`src/rtl/flash_port_arbiter.sv`:
```
// Arbitrates the Ibex instruction and LSU ports onto one read-only Avalon-MM
// flash port. Only one transaction is in flight at a time.
module flash_port_arbiter #(
    parameter logic [31:0] FLASH_BASE = 32'h0000_0000,
    parameter logic [31:0] FLASH_MASK = 32'h0000_FFFF,
    parameter bit          BYTE_SWAP  = 1'b1
) (
    input  logic        IO_CLK,
    input  logic        IO_RST_N,
    input  logic        instr_req_i,
    input  logic [31:0] instr_addr_i,
    output logic        instr_gnt_o,
    output logic        instr_rvalid_o,
    output logic [31:0] instr_rdata_o,
    output logic        instr_err_o,
    input  logic        data_req_i,
    input  logic [31:0] data_addr_i,
    input  logic        data_we_i,
    output logic        data_gnt_o,
    output logic        data_rvalid_o,
    output logic [31:0] data_rdata_o,
    output logic        data_err_o,
    output logic [31:0] avm_address_o,
    output logic        avm_read_o,
    input  logic        avm_waitrequest_i,
    input  logic [31:0] avm_readdata_i,
    input  logic        avm_readdatavalid_i
);

    localparam logic [1:0] IDLE = 2'd0;
    localparam logic [1:0] CMD  = 2'd1;
    localparam logic [1:0] DATA = 2'd2;
    localparam logic [1:0] RESP = 2'd3;

    logic [1:0]  state_q;
    logic        owner_q;
    logic        last_data_q;
    logic        avm_read_q;
    logic [31:0] avm_addr_q;
    logic [31:0] i_rdata_q;
    logic [31:0] d_rdata_q;
    logic        i_err_q;
    logic        d_err_q;

    logic        any_req;
    logic        sel_data;
    logic [31:0] sel_addr;
    logic        in_win;
    logic        bad;
    logic        idle_err;
    logic        cmd_acc;
    logic [31:0] word_addr;
    logic [31:0] rd_word;

    // owner_q / sel_data: 1 = LSU port, 0 = fetch port
    assign any_req   = instr_req_i | data_req_i;
    assign sel_data  = data_req_i & (~instr_req_i | ~last_data_q);
    assign sel_addr  = sel_data ? data_addr_i : instr_addr_i;
    assign in_win    = (sel_addr & ~FLASH_MASK) == FLASH_BASE;
    assign bad       = ~in_win | (sel_data & data_we_i);
    assign idle_err  = (state_q == IDLE) & any_req & bad;
    assign cmd_acc   = (state_q == CMD) & ~avm_waitrequest_i;
    assign word_addr = (sel_addr - FLASH_BASE) >> 2;

    assign rd_word = BYTE_SWAP ?
        {avm_readdata_i[7:0], avm_readdata_i[15:8],
         avm_readdata_i[23:16], avm_readdata_i[31:24]} :
        avm_readdata_i;

    assign instr_gnt_o = (idle_err & ~sel_data) |
                         (cmd_acc & ~owner_q & instr_req_i);
    assign data_gnt_o  = (idle_err & sel_data) |
                         (cmd_acc & owner_q & data_req_i);

    assign instr_rvalid_o = (state_q == RESP) & ~owner_q;
    assign data_rvalid_o  = (state_q == RESP) & owner_q;
    assign instr_rdata_o  = i_rdata_q;
    assign instr_err_o    = i_err_q;
    assign data_rdata_o   = d_rdata_q;
    assign data_err_o     = d_err_q;
    assign avm_read_o     = avm_read_q;
    assign avm_address_o  = avm_addr_q;

    always_ff @(posedge IO_CLK or negedge IO_RST_N) begin
        if (!IO_RST_N) begin
            state_q     <= IDLE;
            owner_q     <= 1'b0;
            last_data_q <= 1'b1;
            avm_read_q  <= 1'b0;
            avm_addr_q  <= '0;
            i_rdata_q   <= '0;
            d_rdata_q   <= '0;
            i_err_q     <= 1'b0;
            d_err_q     <= 1'b0;
        end else begin
            unique case (state_q)
                IDLE: begin
                    if (any_req) begin
                        owner_q <= sel_data;
                        if (bad) begin
                            state_q <= RESP;
                            if (sel_data) begin
                                d_rdata_q <= '0;
                                d_err_q   <= 1'b1;
                            end else begin
                                i_rdata_q <= '0;
                                i_err_q   <= 1'b1;
                            end
                        end else begin
                            state_q    <= CMD;
                            avm_read_q <= 1'b1;
                            avm_addr_q <= word_addr;
                        end
                    end
                end
                CMD: begin
                    // command stays on the bus until the slave takes it
                    if (!avm_waitrequest_i) begin
                        avm_read_q <= 1'b0;
                        state_q    <= DATA;
                    end
                end
                DATA: begin
                    if (avm_readdatavalid_i) begin
                        state_q <= RESP;
                        if (owner_q) begin
                            d_rdata_q <= rd_word;
                            d_err_q   <= 1'b0;
                        end else begin
                            i_rdata_q <= rd_word;
                            i_err_q   <= 1'b0;
                        end
                    end
                end
                RESP: begin
                    last_data_q <= owner_q;
                    state_q     <= IDLE;
                end
                default: state_q <= IDLE;
            endcase
        end
    end

endmodule

```
`config.mk`:
```
export PLATFORM = sky130hd
export DESIGN_NAME = flash_port_arbiter
export DESIGN_NICKNAME = d
export VERILOG_FILES = /design/src/rtl/flash_port_arbiter.sv
export SDC_FILE = /design/constraint.sdc
export NUM_CORES = 1
export LEC_CHECK = 0
export BUFFER_PORTS_ARGS = -buffer_cell sky130_fd_sc_hd__buf_2
export CAP_MARGIN = 15
export CORE_ASPECT_RATIO = 1.1
export CORE_UTILIZATION = 40
export CTS_CLUSTER_SIZE = 10
export DETAILED_ROUTE_END_ITERATION = 10
export PLACE_DENSITY = 0.71
export SLEW_MARGIN = 10
export SYNTH_ARGS = -nofsm -noshare
export SYNTH_HDL_FRONTEND = slang
export SYNTH_SLANG_ARGS = --single-unit
```
`constraint.sdc`:
```
create_clock -name IO_CLK -period 2.22 [get_ports IO_CLK]
set_input_delay 0.111 -clock IO_CLK [delete_from_list [all_inputs] [get_ports IO_CLK]]
set_output_delay 0.111 -clock IO_CLK [all_outputs]
set_load 0.02 [all_outputs]
```
# Word level (Yosys, flattened, before mapping)
# Index checks and enable logic that the tools add are counted.
# word_totals
reg_bits	101
latch_bits	0
ram_bits	0
rom_bits	0
inputBits	103
output_inout_bits	103
n_memories	0
# classes
add_sub_neg	0
mul	0
n_div	0
order_cmp	0
eq_ne	12
shift	0
muxes	34
bitwise_logic	25
reduce_logical	10
# op_table
op	count
32-bit two-way mux	11
32-bit case mux with 2 select lines	2
32-bit zero test	1
2-bit inequality test, second input constant	9
1-bit bitwise AND	13
1-bit two-way mux	13
6-bit AND reduction	2
2-bit two-way mux	4
2-bit case mux with 4 select lines	1
1-bit inverter	7
1-bit case mux with 2 select lines	3
3-bit AND reduction	2
1-bit OR	5
2-bit == test, second input constant	2
4-bit AND reduction	1
2-bit nonzero test	2
2-bit by 1-bit == test with 1-bit output, second input constant	1
2-bit zero test	1
2-bit AND reduction	1

# Depth between registers and ports, before layout
# depth
word_depth	10
ltp_mapped	10

# Worst setup path before layout
# OpenSTA, ideal clock, no wires.
# synth_timing
path_type	reg-to-reg
startpoint	register state_q[0]
endpoint	register avm_addr_q[13], in the netlist avm_address_o[13]
t_arrival_ns	1.745
t_required_ns	2.095
setup_slack_ns	0.350
stages_incl_launch_ff	9
synth_period_minus_slack_ns	1.870
cell_sequence	dfrtp_1 inv_1 ha_1 buf_2 o21a_1 nor2b_1 o2bb2a_4 buf_6 mux2_4
# synth_between
elab_chain_cells	2
# synth_lines
item	line	rtl
start, declared	35	logic [1:0] state_q;
start signal, assigned	86	state_q <= IDLE;
start signal, assigned	101	state_q <= RESP;
start signal, assigned	110	state_q <= CMD;
2-bit zero test	96	unique case (state_q)
3-bit AND reduction (no line)	n/a	
end signal, assigned	112	avm_addr_q <= word_addr;
end, declared	39	logic [31:0] avm_addr_q;
# No other way between the ends.
# A chain may end at the register's enable or synchronous reset.

# Final worst setup path
# layout_timing
startpoint	register state_q[1]
endpoint	register d_rdata_q[8], in the netlist data_rdata_o[8]
# layout_between
elab_chain_cells	3
word_cells_on_any_way	10
cone_classes	eq/ne (6); mux (1); reduce/logical (3)
# layout_lines
item	line	rtl
2-bit == test or 2-bit zero test (tied branches)	96	
2-bit inequality test (no line) or 2-bit nonzero test (tied branches)	n/a	
6-bit AND reduction (no line)	n/a	
end signal, assigned	127	d_rdata_q <= rd_word;
end, declared	41	logic [31:0] d_rdata_q;
# Parallel ways exist; a longest one is shown, timed or not.

==> results.cfg <==
[status]
outcome = completed

[grt]
global_route.usage.met3_pct = 6.36
grt-ovfl-total = 0
grt_first_pass_wirelength_mm = 17.5
vias_in_the_first_global_route = 3606
grt_start_max_net_pins = 63
globalRouteMet2Util_pct = 36.6
antenna_violations_before_repair = 0
grt_use_total_pct = 20.8
met1_usage_pct = 24.5
grt_busiest_layer = met2

[setup_path]
regToRegStartpoint = state_q[1]
reg2reg_setup_slack_ps = 110
required_time_reported_for_the_critical_path_endpoint_ps = 2470
ff2ff_path_depth = 8
cpLargestDelayFamily = simple AND/OR/NAND/NOR gates
rr_endpoint = data_rdata_o[8]
timing.critical_path.from_type = flip-flop
critical_path_arrival_ps = 2360
path_max_fanout = 23
crit_slowest_cell = sky130_fd_sc_hd__dfrtp_1
path_class = reg -> reg
crit_buf_inv = 3
crit_path_end_kind = flip-flop
critPathMaxStageDelay_ps = 420
cp_cell_sequence = inv_1, ha_2, inv_2, or3_1, nand2b_1, a21oi_2, buf_12, a22o_1

[sta]
fin_worst_skew_ps = 12.1
drv_slew = 0
post-route-period-util_pct = 94.9
fmax_ghz = 0.475
hold_viol = 0
timing.final.setup_violations = 0
max-slew-margin-rel_pct = 56.3
grt_setup_unrepaired = false
minimum_clock_period_ps = 2110
final.setup.tns_ps = 0
tightestPinTransition_ps = 655

[placed_design]
detailed_place_hpwl_mm = 7.50
place_congestion = 0.810
portBuffers = 199
post_dp_cell_area_mm2 = 0.00529

[flow_run]
max_cap_viol_count = 0

[cts]
clockRootBuffer = sky130_fd_sc_hd__clkbuf_8
clock-sinks = 101
cts_buffers = 9
cts-htree-levels = 3
clockBufferDepth = 2
worst_skew_pair.late_latency_ps = 370
clk_pin_slew_ps = 100
cts_tree = done

[die]
die-area_mm2 = 0.0109
placement_rows = 38
floorplan.initialDensity_pct = 42.0
core_area_mm2 = 0.0100
die_w_um = 99.8
num_io_pins = 206
die_h_um = 110

[final_layout]
final_common_cell = sky130_fd_sc_hd__buf_2
layout.cells.most_common_list = 198 x sky130_fd_sc_hd__buf_2, 100 x sky130_fd_sc_hd__dfrtp_1, 64 x sky130_fd_sc_hd__a22o_1
layout-drive-gt1-share_pct = 45.8
design_area_mm2 = 0.00583
final_net_count = 653
fillerInstances = 847
postLayoutCoreUtil_pct = 58.1
antenna_cells_inserted = 0
synthToLayoutAreaGrowth_pct = 38.5

[detailed_routing]
post-route-drc-count = 0
wl_mm = 11.2
detail-route-antenna-nets = 0
wire_per_inst_um = 16.2
route.detailed.vias_per_inst = 5.07
detailroute.via_count = 3499
detailedRoute.firstPassIterationCount = 4
drt-initial-drc-count = 169

[hold_path]
min_to = avm_address_o[10]
worstHoldStart = instr_addr_i[12]
hold-path-cell-count = 4
min_path_type = in -> reg

[synth]
syn_area_mm2 = 0.00421
netlist.area_leader.share_pct = 59.4
post-synth-top-area-cell = sky130_fd_sc_hd__dfrtp_1
yosys_register_bits = 101
synth.avg_cell_area_um2 = 13.4
number_of_standard_cells_after_synthesis = 314
synth_warnings = 0
synth.yosys.seq_area_share_pct = 60.0
synth_area_leaders = sky130_fd_sc_hd__dfrtp_1 59%, sky130_fd_sc_hd__a22o_1 13%, sky130_fd_sc_hd__buf_6 2.9%
ys_types = 45

[power]
p_total_uw = 6510
power_density_normalized_to_cell_area_mw_per_mm2 = 1120
vdd.ir_drop.worst_uv = 432
p_leak_uw = 0.00329
==> worst max-delay path by stage <==
stage	to	cells after the start	slack [ps]	from
final	data_rdata_o[8]	8	110	state_q[1]
after global routing	data_rdata_o[8]	8	30	state_q[0]
after CTS	instr_gnt_o	7	90	state_q[0]
after detailed placement	data_rdata_o[16]	6	140	data_addr_i[25]
after global placement	data_rdata_o[3]	8	180	state_q[0]
after floorplan	avm_address_o[13]	8	350	state_q[0]
==> registers in the layout, indices dropped and copies added (netlist names) <==
| name | count |
|---|---|
| data_err_o | 1 |
| last_data_q | 1 |
| avm_read_o | 1 |
| avm_address_o | 30 |
| owner_q | 1 |
| state_q | 2 |
| instr_err_o | 1 |
| data_rdata_o | 32 |
| instr_rdata_o | 32 |
==> layout make-up <==
class,count,area [um^2],share of cell area (%)
flip-flops and latches,101,2530,43.4
clock inverters,7,81.3,1.39
clock buffers,9,124,2.12
repair buffers,242,1430,24.5
well taps,140,175,3.00
multi-input cells,184,1470,25.2
inverters,7,26.3,0.450
==> layer usage <==
metal  vias to the layer above  part of all wire (%)
met5                         -                     0
met4                         0                   1.3
met3                        11                   8.7
met2                       177                    49
met1                      1708                    41
li1                       1603                     -
==> power breakdown <==
group,total (uW),switching (uW),leakage [uW],internal (uW)
clock network,1210,679,0.0000940,535
logic,2660,1590,0.00184,1070
registers,2630,299,0.00136,2330
total,6510,2570,0.00329,3930
==> metrics by stage <==
stage                     worst slack [ps]  hold WS [ps]  instances
after detailed placement               138           136        641
after CTS                             87.2          42.4        690
final                                  114          55.0        690
after global placement                 183           123        641
after global routing                  31.9          46.1        690
after floorplan                        350          -185        315
==> cells by family (layout without fill, tap and decap cells) <==
kind of cell / Yosys count / count (layout) / share of synthesized area [%]
other: 1 / 2 / 0.0890
DFF: 101 / 101 / 60.0
AOI/OAI and AO/OA: 97 / 97 / 19.3
adders and majority gates: 5 / 5 / 1.49
and+or+nand+nor: 63 / 63 / 9.39
muxes: 17 / 17 / 4.37
buffers and inverters: 30 / 265 / 5.29
==> cells in the mapped netlist <==
master,instances
sky130_fd_sc_hd__nor4_4,1
sky130_fd_sc_hd__o21ai_0,3
sky130_fd_sc_hd__nor4_1,6
sky130_fd_sc_hd__a21o_1,12
sky130_fd_sc_hd__nor3_1,2
sky130_fd_sc_hd__nand4_2,1
sky130_fd_sc_hd__nand3_1,5
sky130_fd_sc_hd__nand4_1,1
sky130_fd_sc_hd__nor3b_4,1
sky130_fd_sc_hd__mux2_2,3
sky130_fd_sc_hd__o22ai_1,1
sky130_fd_sc_hd__dfstp_2,1
sky130_fd_sc_hd__nand3b_1,1
sky130_fd_sc_hd__or3_1,1
sky130_fd_sc_hd__conb_1,1
sky130_fd_sc_hd__a21boi_2,1
sky130_fd_sc_hd__and4_1,1
sky130_fd_sc_hd__nand2b_1,2
sky130_fd_sc_hd__inv_1,6
sky130_fd_sc_hd__o2bb2a_4,1
sky130_fd_sc_hd__mux2i_1,12
sky130_fd_sc_hd__o221ai_1,2
sky130_fd_sc_hd__o21ai_1,1
sky130_fd_sc_hd__o21a_1,1
sky130_fd_sc_hd__a21oi_2,1
sky130_fd_sc_hd__a22oi_1,2
sky130_fd_sc_hd__buf_4,5
sky130_fd_sc_hd__o211ai_1,1
sky130_fd_sc_hd__a22o_1,64
sky130_fd_sc_hd__inv_2,1
sky130_fd_sc_hd__buf_6,11
sky130_fd_sc_hd__buf_2,7
sky130_fd_sc_hd__a31oi_1,1
sky130_fd_sc_hd__ha_1,5
sky130_fd_sc_hd__and2_1,17
sky130_fd_sc_hd__o21ba_1,1
sky130_fd_sc_hd__mux2_4,2
sky130_fd_sc_hd__nor2b_1,3
sky130_fd_sc_hd__o21ai_2,1
sky130_fd_sc_hd__a22o_2,1
sky130_fd_sc_hd__a21oi_1,3
sky130_fd_sc_hd__nand2_1,7
sky130_fd_sc_hd__nor2_2,10
sky130_fd_sc_hd__dfrtp_1,100
sky130_fd_sc_hd__nor2_1,4
==> repair_timing <==
action,in CTS,in global routing
setup buffers,0,0
endpoints found under the hold margin,102,0
hold buffers,33,0
resized for setup,0,2
endpoints found under the setup margin,0,7
==> tightest hold or removal path: stages <==
cell,delay (ps)
sky130_fd_sc_hd__buf_2,70
sky130_fd_sc_hd__mux2i_1,60
sky130_fd_sc_hd__nor2_2,70
sky130_fd_sc_hd__a21o_1,80
(Power assumes the default switching activity.)
